--- config.mk ---
export PLATFORM = sky130hd
export DESIGN_NAME = lfsr_sched_flat
export DESIGN_NICKNAME = d
export VERILOG_FILES = /design/src/rtl/lfsr_sched_pkg.sv /design/src/rtl/lfsr_sched_if.sv /design/src/rtl/lfsr_sched_core.sv /design/src/rtl/lfsr_sched.sv /design/src/flat_wrapper.sv
export SDC_FILE = /design/constraint.sdc
export NUM_CORES = 1
export LEC_CHECK = 0
export BUFFER_PORTS_ARGS = -buffer_cell sky130_fd_sc_hd__buf_2
export CAP_MARGIN = 20
export CELL_PAD_IN_SITES_DETAIL_PLACEMENT = 2
export CELL_PAD_IN_SITES_GLOBAL_PLACEMENT = 2
export CORE_ASPECT_RATIO = 0.8
export CORE_MARGIN = 4
export CORE_UTILIZATION = 26
export DETAILED_ROUTE_END_ITERATION = 16
export MAX_ROUTING_LAYER = met4
export PLACE_DENSITY = 0.81
export SLEW_MARGIN = 30
export SYNTH_ARGS = -nofsm -noshare
export SYNTH_HDL_FRONTEND = slang
export SYNTH_HIERARCHICAL = 1
export SYNTH_SLANG_ARGS = --single-unit
--- constraint.sdc ---
create_clock -name CLK -period 1.4 [get_ports CLK]
set_input_delay 0.14 -clock CLK [delete_from_list [all_inputs] [get_ports CLK]]
set_output_delay 0.14 -clock CLK [all_outputs]
set_load 0.1 [all_outputs]
--- src/rtl/lfsr_sched_pkg.sv ---
// Shared types and constants for the LFSR scheduler slice.
package lfsr_pkg;

  typedef enum logic [1:0] {IDLE, STEP, DONE} state_t;

  // Power-on state and the substitute for an all-zero seed.
  localparam int unsigned SEED = 1;

  // Maximal-length feedback masks for the shift-left form {q[W-2:0], ^(q & taps)}.
  function automatic logic [31:0] default_taps(input int w);
    case (w)
      2:       return 32'b11;
      3:       return 32'b110;
      4:       return 32'b1100;
      5:       return 32'b10100;
      6:       return 32'b110000;
      7:       return 32'b1100000;
      8:       return 32'b10111000;
      default: return 32'b110;
    endcase
  endfunction

endpackage

--- src/rtl/lfsr_sched_if.sv ---
// Request/result bundle between the LFSR scheduler and its requesters.
interface lfsr_sched_if #(
  parameter int WIDTH = 3,
  parameter int CNT_W = 4
);
  logic [1:0]       req;
  logic [CNT_W-1:0] req_steps0;
  logic [CNT_W-1:0] req_steps1;
  logic             seed_we;
  logic [WIDTH-1:0] seed_val;
  logic [1:0]       gnt;
  logic             busy;
  logic             done;
  logic [WIDTH-1:0] rnd;
  logic [WIDTH-1:0] lfsr_q;

  modport master (
    output req, req_steps0, req_steps1, seed_we, seed_val,
    input  gnt, busy, done, rnd, lfsr_q
  );

  modport slave (
    input  req, req_steps0, req_steps1, seed_we, seed_val,
    output gnt, busy, done, rnd, lfsr_q
  );
endinterface

--- src/rtl/lfsr_sched_core.sv ---
// Fibonacci-style LFSR with load; an all-zero load is replaced by SEED.
module lfsr_core import lfsr_pkg::*; #(
  parameter int               WIDTH = 3,
  parameter logic [WIDTH-1:0] TAPS  = WIDTH'(default_taps(WIDTH))
) (
  input  logic             CLK,
  input  logic             RESET,
  input  logic             en,
  input  logic             ld,
  input  logic [WIDTH-1:0] d,
  output logic [WIDTH-1:0] q
);
  localparam logic [WIDTH-1:0] RST_Q = WIDTH'(SEED);

  always_ff @(posedge CLK or negedge RESET) begin
    if (!RESET)        q <= RST_Q;
    else if (ld)       q <= (d == '0) ? RST_Q : d;
    else if (en)       q <= {q[WIDTH-2:0], ^(q & TAPS)};
  end
endmodule

--- src/rtl/lfsr_sched.sv ---
// Two-way round-robin front end that lends the shared LFSR to one requester
// for a fixed number of steps and returns the resulting state.
module lfsr_sched import lfsr_pkg::*; #(
  parameter int               WIDTH = 3,
  parameter logic [WIDTH-1:0] TAPS  = WIDTH'(default_taps(WIDTH)),
  parameter int               CNT_W = 4
) (
  input  logic        CLK,
  input  logic        RESET,
  lfsr_sched_if.slave bus
);
  state_t                 state_q, state_d;
  logic [CNT_W-1:0]       cnt_q, cnt_d;
  logic                   last_q, last_d;  // last-served requester, also the current owner
  logic                   win;
  logic [1:0][CNT_W-1:0]  steps;
  logic [WIDTH-1:0]       rnd_q;
  logic [WIDTH-1:0]       q;
  logic                   core_en, core_ld;

  assign steps = {bus.req_steps1, bus.req_steps0};

  // On a tie the requester not served last wins.
  assign win = (bus.req == 2'b11) ? ~last_q : bus.req[1];

  lfsr_core #(.WIDTH(WIDTH), .TAPS(TAPS)) u_core (
    .CLK   (CLK),
    .RESET (RESET),
    .en    (core_en),
    .ld    (core_ld),
    .d     (bus.seed_val),
    .q     (q)
  );

  always_comb begin
    state_d = state_q;
    cnt_d   = cnt_q;
    last_d  = last_q;
    core_en = 1'b0;
    core_ld = 1'b0;
    case (state_q)
      IDLE: begin
        if (bus.seed_we) begin
          core_ld = 1'b1;
        end else if (|bus.req) begin
          last_d  = win;
          cnt_d   = steps[win];
          state_d = (steps[win] != '0) ? STEP : DONE;
        end
      end
      STEP: begin
        core_en = 1'b1;
        cnt_d   = cnt_q - CNT_W'(1);
        if (cnt_q == CNT_W'(1)) state_d = DONE;
      end
      DONE:    state_d = IDLE;
      default: state_d = IDLE;
    endcase
  end

  always_ff @(posedge CLK or negedge RESET) begin
    if (!RESET) begin
      state_q <= IDLE;
      cnt_q   <= '0;
      last_q  <= 1'b1;
      rnd_q   <= '0;
    end else begin
      state_q <= state_d;
      cnt_q   <= cnt_d;
      last_q  <= last_d;
      if (state_q == DONE) rnd_q <= q;
    end
  end

  // q is frozen during DONE, so the result is presented directly and then held.
  assign bus.busy   = (state_q != IDLE);
  assign bus.done   = (state_q == DONE);
  assign bus.gnt    = bus.busy ? (last_q ? 2'b10 : 2'b01) : 2'b00;
  assign bus.rnd    = bus.done ? q : rnd_q;
  assign bus.lfsr_q = q;
endmodule

--- src/flat_wrapper.sv ---
// flat-port wrapper written by rule: the top's interface ports become plain ports
module lfsr_sched_flat import lfsr_pkg::*;
#(
  parameter int               WIDTH = 3,
  parameter logic [WIDTH-1:0] TAPS  = WIDTH'(default_taps(WIDTH)),
  parameter int               CNT_W = 4
)
  (CLK, RESET, bus_req, bus_req_steps0, bus_req_steps1, bus_seed_we, bus_seed_val, bus_gnt, bus_busy, bus_done, bus_rnd, bus_lfsr_q);
  lfsr_sched_if #(.WIDTH(WIDTH), .CNT_W(CNT_W)) bus_i ();
  input  logic CLK;
  input  logic RESET;
  input wire logic [$bits(bus_i.req)-1:0] bus_req;
  input wire logic [$bits(bus_i.req_steps0)-1:0] bus_req_steps0;
  input wire logic [$bits(bus_i.req_steps1)-1:0] bus_req_steps1;
  input wire logic [$bits(bus_i.seed_we)-1:0] bus_seed_we;
  input wire logic [$bits(bus_i.seed_val)-1:0] bus_seed_val;
  output wire logic [$bits(bus_i.gnt)-1:0] bus_gnt;
  output wire logic [$bits(bus_i.busy)-1:0] bus_busy;
  output wire logic [$bits(bus_i.done)-1:0] bus_done;
  output wire logic [$bits(bus_i.rnd)-1:0] bus_rnd;
  output wire logic [$bits(bus_i.lfsr_q)-1:0] bus_lfsr_q;
  assign bus_i.req = bus_req;
  assign bus_i.req_steps0 = bus_req_steps0;
  assign bus_i.req_steps1 = bus_req_steps1;
  assign bus_i.seed_we = bus_seed_we;
  assign bus_i.seed_val = bus_seed_val;
  assign bus_gnt = bus_i.gnt;
  assign bus_busy = bus_i.busy;
  assign bus_done = bus_i.done;
  assign bus_rnd = bus_i.rnd;
  assign bus_lfsr_q = bus_i.lfsr_q;
  lfsr_sched #(.WIDTH(WIDTH), .TAPS(TAPS), .CNT_W(CNT_W)) u_core (.CLK(CLK), .RESET(RESET), .bus(bus_i));
endmodule
==> run_results.csv <==
group,metric,value,unit
status,status,"finished with violations",
status,violated_checks,"negative setup slack",
setup_path,timing.reg2reg.worst_path_depth,4,
yosys,synth.avg_cell_area,9.759,um^2
detailed_routing,drt_first_iter_violations,20,
floorplan,die-area,3949,um^2
clock_network,cts_made_buffers,3,
detailed_routing,num_vias,822,
setup_path,critical_path_arrival,1700,ps
yosys,synthDominantCellAreaShare,35.26,%
sta,clock_period_minus_worst_slack,1591,ps
clock_network,cts_root_buffer,"clkbuf_8",
sta,fin_worst_hold_slack,147.9,ps
setup_path,worst_setup_path_startpoint,"u_core/state_q[0]$_DFFE_PN0P_",
layout,final_layout_size_suffix_gt1_share,57.72,%
floorplan,core_region_area,2808,um^2
clock_network,clk_latency,250,ps
yosys,syn-num-nets,98,
floorplan,boundary_pins,26,
clock_network,clock_sink_count,13,
clock_network,cts_tree,"done",
yosys,synth_edf_count,0,
floorplan,floorplan.die.width,69.27,um
yosys,synth.largest_area_cell,"dfrtp_1",
detailed_routing,detail_route.drc_violations,0,
setup_path,rrSetupSlack,-190,ps
sta,tightest_slew,505.9,ps
detailed_routing,routedWlPerCell,22.01,um
hold_path,holdCritPathClass,"primary input to flip-flop",
yosys,total_of_warnings_raised_by_yosys,6,
placed_design,io_buffer_count,25,
detailed_routing,drt_pass1_iterations,4,
clock_network,htreeDepth,1,
placed_design,dp_worst_setup_slack,-86.76,ps
setup_path,capturing_element_of_the_worst_setup_path,"u_core/cnt_q[3]$_DFFE_PN0P_",
yosys,synth.lib_cells_used.distinct,30,
setup_path,r2r-start,"u_core/state_q[0]$_DFFE_PN0P_",
placed_design,gp_routability_congestion,0.7346,
sta,timing.final.hold_violations,0,
layout,finalNetCount,142,
yosys,post_synth_instance_area,780.7,um^2
clock_network,clk_transition_reported_paths,70,ps
setup_path,worstPathRequired,1510,ps
setup_path,critical_path_class,"flip-flop to flip-flop",
floorplan,floorplan.initialDensity,27.81,%
yosys,synth.yosys.seq_area_share,41.99,%
floorplan,std_cell_rows,17,
sta,setup_viol,8,
sta,maxSlewViolCount,0,
sta,final_cycle_share,113.6,%
detailed_routing,final_antenna_net_count,0,
grt,first_global_vias,939,
yosys,netlist_instances,80,
setup_path,timing.critical_path.to_type,"flip-flop",
yosys,synthTopCellsByArea,"dfrtp_1 (35%), dfstp_2 (6.7%), mux2_2 (5.8%)",
yosys,postSynth.topFlopCell,"dfrtp_1",
setup_path,endpoint_of_the_worst_slack_reg_to_reg_timing_path,"u_core/cnt_q[3]$_DFFE_PN0P_",
layout,antenna_cells_inserted,0,
sta,worst_clock_skew,8.295,ps
sta,post-route-worst-setup-slack,-190.8,ps
hold_path,worstHoldPathCells,3,
layout,syn_to_final_growth,71.96,%
grt,grt_util_all_layers,17.57,%
sta,rsz0062_at_grt,"yes",
grt,gr-total-overflow,0,
floorplan,die_h,57.02,um
setup_path,cp_startpoint_kind,"flip-flop",
grt,global_route_wire_length_before_repair,5.147,mm
detailed_routing,detail_route.wirelength,3.544,mm
placed_design,dp_hpwl,2.119,mm
sta,worst_slew_margin_relative_to_its_limit,66.50,%
clock_network,clock_path_buffers,2,
detailed_routing,drt-vias-per-instance,5.106,
yosys,synth-async-reset-ratio,100.0,%
yosys,synth-seq-cells,13,
flow_run,max_cap_violations,0,
grt,antenna_found_initial,0,
sta,achievable-frequency,628.6,MHz
setup_path,crit_path_max_fanout,4,
grt,pin_count_of_the_biggest_net_entering_global_routing,14,
-- metrics by stage --
step | cells | TNS, ps | util, % | instance area (um^2)
6_report | 161 | -1238 | 47.82 | 1343
5_1_grt | 161 | -1500 | 47.82 | 1343
4_1_cts | 159 | -793.4 | 44.79 | 1257
3_5_place_dp | 150 | -87.63 | 39.93 | 1121
3_3_place_gp | 150 | 0 | 39.93 | 1121
2_1_floorplan | 80 | -1799 | - | 824.5
-- worst min-delay path by stage --
| stage | endpoint | start |
|---|---|---|
| 2_1_floorplan | u_core/cnt_q[0]$_DFFE_PN0P_ | RESET |
| 3_3_place_gp | u_core/cnt_q[3]$_DFFE_PN0P_ | RESET |
| 3_5_place_dp | u_core/cnt_q[3]$_DFFE_PN0P_ | RESET |
| 4_1_cts | u_core/u_core/q[2]$_DFFE_PN0P_ | bus_seed_val[2] |
| 5_1_grt | u_core/u_core/q[1]$_DFFE_PN0P_ | bus_seed_val[1] |
| 6_report | u_core/u_core/q[2]$_DFFE_PN0P_ | bus_seed_val[2] |
-- synth_stat cells (2+ instances only) --
library cell,instances
o21ai_1,3
nor2b_1,5
nor4_1,2
dfrtp_1,11
mux2_2,4
mux2i_1,3
o22ai_1,3
a211oi_1,2
a21oi_1,4
nor3_1,2
ha_1,2
nand2_1,6
inv_1,6
nor2_1,7
dfstp_2,2
o21ai_0,4
-- layer usage --
layer	track usage, %	wire length [um]
met3	4.401	135
met5	-	0
met2	30.57	1810
met1	20.19	1531
met4	5.014	68
-- worst max-delay path, stage by stage (launching register included) --
cell,delay (ps)
dfrtp_2,470
buf_4,160
or3_4,400
a211oi_2,310
a211oi_2,100
-- state kept, by name (all words and copies together), names as in the netlist --
signal / flops
u_core/cnt_q: 4
u_core/last_q: 1
u_core/rnd_q: 3
u_core/state_q: 2
u_core/u_core/q: 3
-- kinds of logic (layout without fill, tap and decap cells) --
logic type / count (synthesis) / count (layout) / share of synthesized area, %
compound gates: 21 / 21 / 19.39
flops: 13 / 13 / 41.99
xor+xnor: 2 / 2 / 2.244
fa+ha+maj: 2 / 2 / 3.205
buf+inv: 7 / 50 / 3.525
simple gates: 28 / 28 / 20.03
mux: 7 / 7 / 9.615
-- repair_timing --
item	in CTS	in global routing
pin swaps	0	0
endpoints found under the hold margin	11	0
resized for setup	14	18
hold buffers	1	0
buffers inserted	4	2
endpoints found under the setup margin	7	16
-- cell type report --
cell class                      instances  area (um^2)
Tap cell                               38        47.55
Sequential cell                        13        331.6
Timing Repair Buffer                   40        367.9
Multi-Input combinational cell         60        528.0
Clock buffer                            4        45.04
Fill cell                             307         1465
Inverter                                6        22.52
-- layout by cell type (no fill, tap or decap), drive strengths merged, types with 3 or more instances in the layout --
cell type  count
inv            6
dfrtp         11
nand2          6
a21oi          4
mux2           4
nor2           7
o21ai          7
mux2i          3
buf           39
o22ai          3
nor2b          5
clkbuf         4
Power is not shown: default switching activity piles up to over one toggle a cycle in this logic, so the estimate is an artifact.
